--- src/rtl/ibex_multicycle_adder.sv ---
// ---------------------------------------------------------------------------
// ibex_multicycle_adder
//   Chunked ripple adder/subtractor. An accepted request is added CHUNK bits
//   per cycle, least-significant chunk first. The final sum and flags are then
//   held in output registers until the consumer takes them.
//
// Parameters
//   WIDTH  operand/result width in bits
//   CHUNK  bits added per cycle. Requires 1 <= CHUNK <= WIDTH and
//          WIDTH % CHUNK == 0.
//
// Ports
//   clock                  sole clock, rising edge
//   reset                  synchronous, active-high
//   io_in_valid / ready    request handshake
//   io_operand_a_i/b_i     operands
//   io_sub_i               0 = A+B, 1 = A-B
//   io_out_valid / ready   result handshake
//   io_adder_result_o      sum/difference mod 2^WIDTH
//   io_adder_result_ext_o  {carry, result, 1'b1}
//   io_carry_o             carry out of MSB (subtract: 1 = no borrow)
//   io_overflow_o          signed two's-complement overflow
//   io_zero_o              result == 0
//   io_busy_o              high while chunks are being added
// ---------------------------------------------------------------------------
module ibex_multicycle_adder #(
   parameter int WIDTH = 32,
   parameter int CHUNK = 8
) (
   input  logic             clock,
   input  logic             reset,
   input  logic             io_in_valid,
   output logic             io_in_ready,
   input  logic [WIDTH-1:0] io_operand_a_i,
   input  logic [WIDTH-1:0] io_operand_b_i,
   input  logic             io_sub_i,
   output logic             io_out_valid,
   input  logic             io_out_ready,
   output logic [WIDTH-1:0] io_adder_result_o,
   output logic [WIDTH+1:0] io_adder_result_ext_o,
   output logic             io_carry_o,
   output logic             io_overflow_o,
   output logic             io_zero_o,
   output logic             io_busy_o
);

   localparam int NCHUNK = WIDTH / CHUNK;
   localparam int CW     = (NCHUNK > 1) ? $clog2(NCHUNK) : 1;
   localparam logic [CW-1:0] LAST = CW'(NCHUNK - 1);

   typedef enum logic [1:0] {
      IDLE,
      BUSY,
      DONE
   } state_t;

   state_t r_state;
   state_t w_state_next;

   logic [WIDTH-1:0] r_a;
   logic [WIDTH-1:0] r_b;
   logic [WIDTH-1:0] r_work;
   logic             r_carry;
   logic [CW-1:0]    r_cnt;

   logic [WIDTH-1:0] r_res;
   logic [WIDTH+1:0] r_ext;
   logic             r_cout;
   logic             r_ovf;
   logic             r_zero;

   logic             w_in_ready;
   logic             w_accept;
   logic             w_last;
   logic [CHUNK-1:0] w_a_chunk;
   logic [CHUNK-1:0] w_b_chunk;
   logic [CHUNK:0]   w_sum;
   logic [WIDTH-1:0] w_work_next;

   // Reset forces ready low so a request cannot slip in during reset.
   assign w_in_ready = !reset &&
                       ((r_state == IDLE) || ((r_state == DONE) && io_out_ready));
   assign w_accept   = io_in_valid && w_in_ready;
   assign w_last     = (r_cnt == LAST);

   // Select the current chunk, add it, and merge the sum into the working
   // word. The merged word is also what gets registered on the final chunk,
   // so the result and its flags are available without an extra cycle.
   always_comb begin
      w_a_chunk   = '0;
      w_b_chunk   = '0;
      w_work_next = r_work;
      for (int unsigned i = 0; i < NCHUNK; i++) begin
         if (r_cnt == CW'(i)) begin
            w_a_chunk = r_a[i*CHUNK +: CHUNK];
            w_b_chunk = r_b[i*CHUNK +: CHUNK];
         end
      end
      w_sum = {1'b0, w_a_chunk} + {1'b0, w_b_chunk} + {{CHUNK{1'b0}}, r_carry};
      for (int unsigned i = 0; i < NCHUNK; i++) begin
         if (r_cnt == CW'(i)) begin
            w_work_next[i*CHUNK +: CHUNK] = w_sum[CHUNK-1:0];
         end
      end
   end

   always_comb begin
      w_state_next = r_state;
      case (r_state)
         IDLE: if (w_accept) w_state_next = BUSY;
         BUSY: if (w_last)   w_state_next = DONE;
         DONE: begin
            if (io_out_ready) begin
               w_state_next = w_accept ? BUSY : IDLE;
            end
         end
         default: w_state_next = IDLE;
      endcase
   end

   always_ff @(posedge clock) begin
      if (reset) begin
         r_state <= IDLE;
      end else begin
         r_state <= w_state_next;
      end
   end

   always_ff @(posedge clock) begin
      if (reset) begin
         r_a     <= '0;
         r_b     <= '0;
         r_work  <= '0;
         r_carry <= 1'b0;
         r_cnt   <= '0;
         r_res   <= '0;
         r_ext   <= '0;
         r_cout  <= 1'b0;
         r_ovf   <= 1'b0;
         r_zero  <= 1'b0;
      end else if (w_accept) begin
         // Subtraction is A + ~B + 1: invert B and seed the carry.
         r_a     <= io_operand_a_i;
         r_b     <= io_sub_i ? ~io_operand_b_i : io_operand_b_i;
         r_carry <= io_sub_i;
         r_cnt   <= '0;
      end else if (r_state == BUSY) begin
         r_work  <= w_work_next;
         r_carry <= w_sum[CHUNK];
         r_cnt   <= r_cnt + CW'(1);
         if (w_last) begin
            r_res  <= w_work_next;
            r_ext  <= {w_sum[CHUNK], w_work_next, 1'b1};
            r_cout <= w_sum[CHUNK];
            r_ovf  <= (r_a[WIDTH-1] == r_b[WIDTH-1]) &&
                      (w_work_next[WIDTH-1] != r_a[WIDTH-1]);
            r_zero <= (w_work_next == '0);
         end
      end
   end

   assign io_in_ready           = w_in_ready;
   assign io_out_valid          = (r_state == DONE);
   assign io_busy_o             = (r_state == BUSY);
   assign io_adder_result_o     = r_res;
   assign io_adder_result_ext_o = r_ext;
   assign io_carry_o            = r_cout;
   assign io_overflow_o         = r_ovf;
   assign io_zero_o             = r_zero;

endmodule

--- config.mk ---
export PLATFORM = sky130hd
export DESIGN_NAME = ibex_multicycle_adder
export DESIGN_NICKNAME = d
export VERILOG_FILES = /design/src/rtl/ibex_multicycle_adder.sv
export SDC_FILE = /design/constraint.sdc
export NUM_CORES = 1
export LEC_CHECK = 0
export CAP_MARGIN = 5
export CORE_ASPECT_RATIO = 0.6
export CORE_MARGIN = 2
export CORE_UTILIZATION = 44
export CTS_CLUSTER_DIAMETER = 150
export CTS_CLUSTER_SIZE = 8
export DETAILED_ROUTE_END_ITERATION = 10
export PLACE_DENSITY = 0.71
export SYNTH_ARGS = -nofsm -noshare
export SYNTH_HDL_FRONTEND = slang
export SYNTH_SLANG_ARGS = --single-unit
--- constraint.sdc ---
create_clock -name clock -period 9.2 [get_ports clock]
set_input_delay 1.38 -clock clock [delete_from_list [all_inputs] [get_ports clock]]
set_output_delay 1.38 -clock clock [all_outputs]
set_load 0.1 [all_outputs]
==> key figures <==
Timing
  • Max_slew headroom: 0.313
  • Final setup viols: 0
  • Post-route setup slack: 4.24 ns
  • RSZ-0062 raised after global routing: false
  • Final-report max-slew violation count: 0
  • Period utilization: 0.539
  • Hold Vio Cnt, Final: 0
  • Setup TNS Final: 0 ns
  • Clk_skew: just over 0.01 ns
  • Final worst path period need: 4.96 ns
  • Achievable frequency: around 200 MHz
  • Worst Tran Pin Value: just over 1 ns

Synthesis
  • Post-Syn Instances: approximately 800
  • Yosys warns: 0
  • Synth cell types: 50
  • Most common cell in the netlist: nand2_1
  • Post-synth EDFFs: 0
  • Mean Syn Cell Area: between 8 and 9 µm²
  • Post-synth ARST share: 0
  • Dominant cell type by area after synthesis: dfxtp_1
  • Mapped cell area: 0.00640 mm²
  • Predominant post-synthesis flop cell: dfxtp_1
  • Syn_nets: just under 900
  • Yosys top cell area share: 0.404
  • Seq cells post-synth: between 100 and 150
  • Most common library cells after synthesis: nand2_1, dfxtp_1, a21oi_1
  • Post-synthesis sequential area ratio: 0.404
  • Synth top area cells: dfxtp_1, nand2_1, nand3b_1, a21oi_1, xnor2_1

Placement
  • DP Wirelength: 11.3 mm
  • Setup WS pre-CTS: approximately 4.3 ns
  • Placed cells: roughly 1000
  • Gpl congestion: 0.886
  • IO Port Bufs: 140

Floorplanning
  • Std cell rows: 34
  • Boundary Pins: roughly 140
  • Die H: 97.4 µm
  • Die Wd: 160 µm
  • Die footprint: 0.0156 mm²
  • Core area: 0.0143 mm²
  • Initial Util: 0.446

Routing
  • Post-route antenna net violation count: 0
  • Drt wl/cell: 15.5 µm
  • WL final: roughly 17 mm
  • Router iterations before antenna repair: 5
  • Vias per cell: 5.25
  • Residual DRC: 0
  • Via count: 5667
  • Initial drt markers: about 450

Global routing
  • Largest net degree at the start of global routing: 97
  • Global-route wire length before repair: 27.3 mm
  • Number of global-route vias before repair: about 5200
  • Grt total ovfl: 0
  • Initial antenna violation count: 0
  • Total GRT Usage: 0.218

Setup path
  • Crit path launch type: input pin
  • Crit-path max FO: 3
  • Worst setup EP type: output port
  • CP Data Required Time: slightly below 8 ns
  • WS Path Type: in2out
  • Worst path arrival time: 3.58 ns

CTS
  • CTS buffer count: 17
  • CTS Sinks: about 130
  • Hold-fix buffers at CTS: 0
  • CTS Root Cell: clkbuf_16
  • Worst-Skew Late Latency: 0.42 ns
  • CTS resizes: 0
  • Post-CTS setup buffer count: 0
  • CTS tree: done
  • H-tree levels: 4
  • CTS clk-pin slew, worst paths: 0.06 ns
  • Bufs on Longest Clock Path: 2

Finish
  • # fillers: 1326
  • Fraction of layout cells with a size suffix above 1: 0.0545
  • ANT cells: 0
  • Final Non-Filler Cells: 1079
  • Post-layout util: 0.575
  • Final net count: 951
  • Area growth from synthesis to layout: 28.8%

Run status
  • Status: finished clean

Run
  • Max_cap viols: 0

Pwr
  • Lkg Pwr: 3.07 nW
  • Pwr dens: about 190 mW/mm²
  • Worst vdd ir: 100 µV

Worst hold path
  • Hold Path Class: reg2reg
flip-flops by register name, indices dropped and copies added, names as in the netlist:
signal and count:
io_adder_result_o 31, io_zero_o 1, io_adder_result_ext_o 3, r_b 32, r_state 2, r_cnt 2
r_carry 1, io_overflow_o 1, r_a 32, r_work 24
layout make-up:
| type | instances | area, µm² | share of cell area |
|---|---|---|---|
| Sequential cell | 129 | 2580 | 0.313 |
| Inverter | 10 | 37.5 | 0.00455 |
| Tap cell | 198 | 248 | 0.0301 |
| Multi-Input combinational cell | 563 | 3300 | 0.400 |
| Clock inverter | 13 | 188 | 0.0228 |
| Clock buffer | 18 | 439 | 0.0533 |
| Timing Repair Buffer | 148 | 1450 | 0.176 |
cells by family (layout without fill, tap and decap cells):
kind of cell,Yosys count,after routing,synth area share
and+or+nand+nor,316,316,0.241
AOI/OAI and AO/OA,180,180,0.169
DFF,129,129,0.404
buffers and inverters,106,189,0.0821
xor gates and xnor gates,36,36,0.0493
muxes,18,18,0.0282
adders and majority gates,13,13,0.0278
path summary, 6_finish.rpt:
path	from	endpoint	slack [ns]	cells after the start
max reg2reg	r_cnt[1]	io_zero_o	5.21	17
min reg2reg	io_adder_result_o[1]	io_adder_result_o[1]	0.47	2
min	io_adder_result_o[1]	io_adder_result_o[1]	0.47	2
max	io_out_ready	io_in_ready	4.24	4
worst max-delay path, stage by stage:
cell and delay, ns:
clkdlybuf4s50_1 0.47, inv_1 0.05, a211oi_1 0.44, clkdlybuf4s50_1 1.22
per-stage QoR:
step	total power, W	cell area [µm²]	hold WS [ns]
floorplan	0.000781	6400	0.443
global placement	0.000862	7620	0.456
detailed placement	0.000865	7620	0.462
CTS	0.00158	8240	0.468
global route	0.00164	8240	0.489
finish	0.00158	8240	0.465
power by group:
group / leakage (nW) / internal, W / switching [W] / total (W)
sequential: 1.05 / 0.000589 / 0.0000192 / 0.000608
combinational: 1.72 / 0.000103 / 0.000148 / 0.000251
clock: 0.298 / 0.000459 / 0.000260 / 0.000719
per-layer routing:
layer / vias to the layer above / GRT usage / share of wire
met2: 196 / 0.297 / 0.39
met1: 2624 / 0.340 / 0.52
met4: 0 / 0.0483 / 0.0089
met5: - / 0 / 0
li1: 2831 / - / -
met3: 16 / 0.0551 / 0.080
cell usage in the layout, fill, tap and decap left out, drive strengths merged, types with 4 or more instances in the layout:
master         Yosys  final
nand2            146    146
clkdlybuf4s50      0    138
dfxtp            129    129
a21oi             71     71
nand3b            65     65
nor2              61     61
o21ai             53     53
xnor2             35     35
a211oi            25     25
mux2i             18     18
clkbuf            51     18
and3              14     14
ha                11     11
buf               45     10
inv               10     10
o21a               7      7
nor3               7      7
clkinv             0      6
nand3              5      5
and2               4      4
bufinv             0      4
Power figures use the tool's default switching activity.
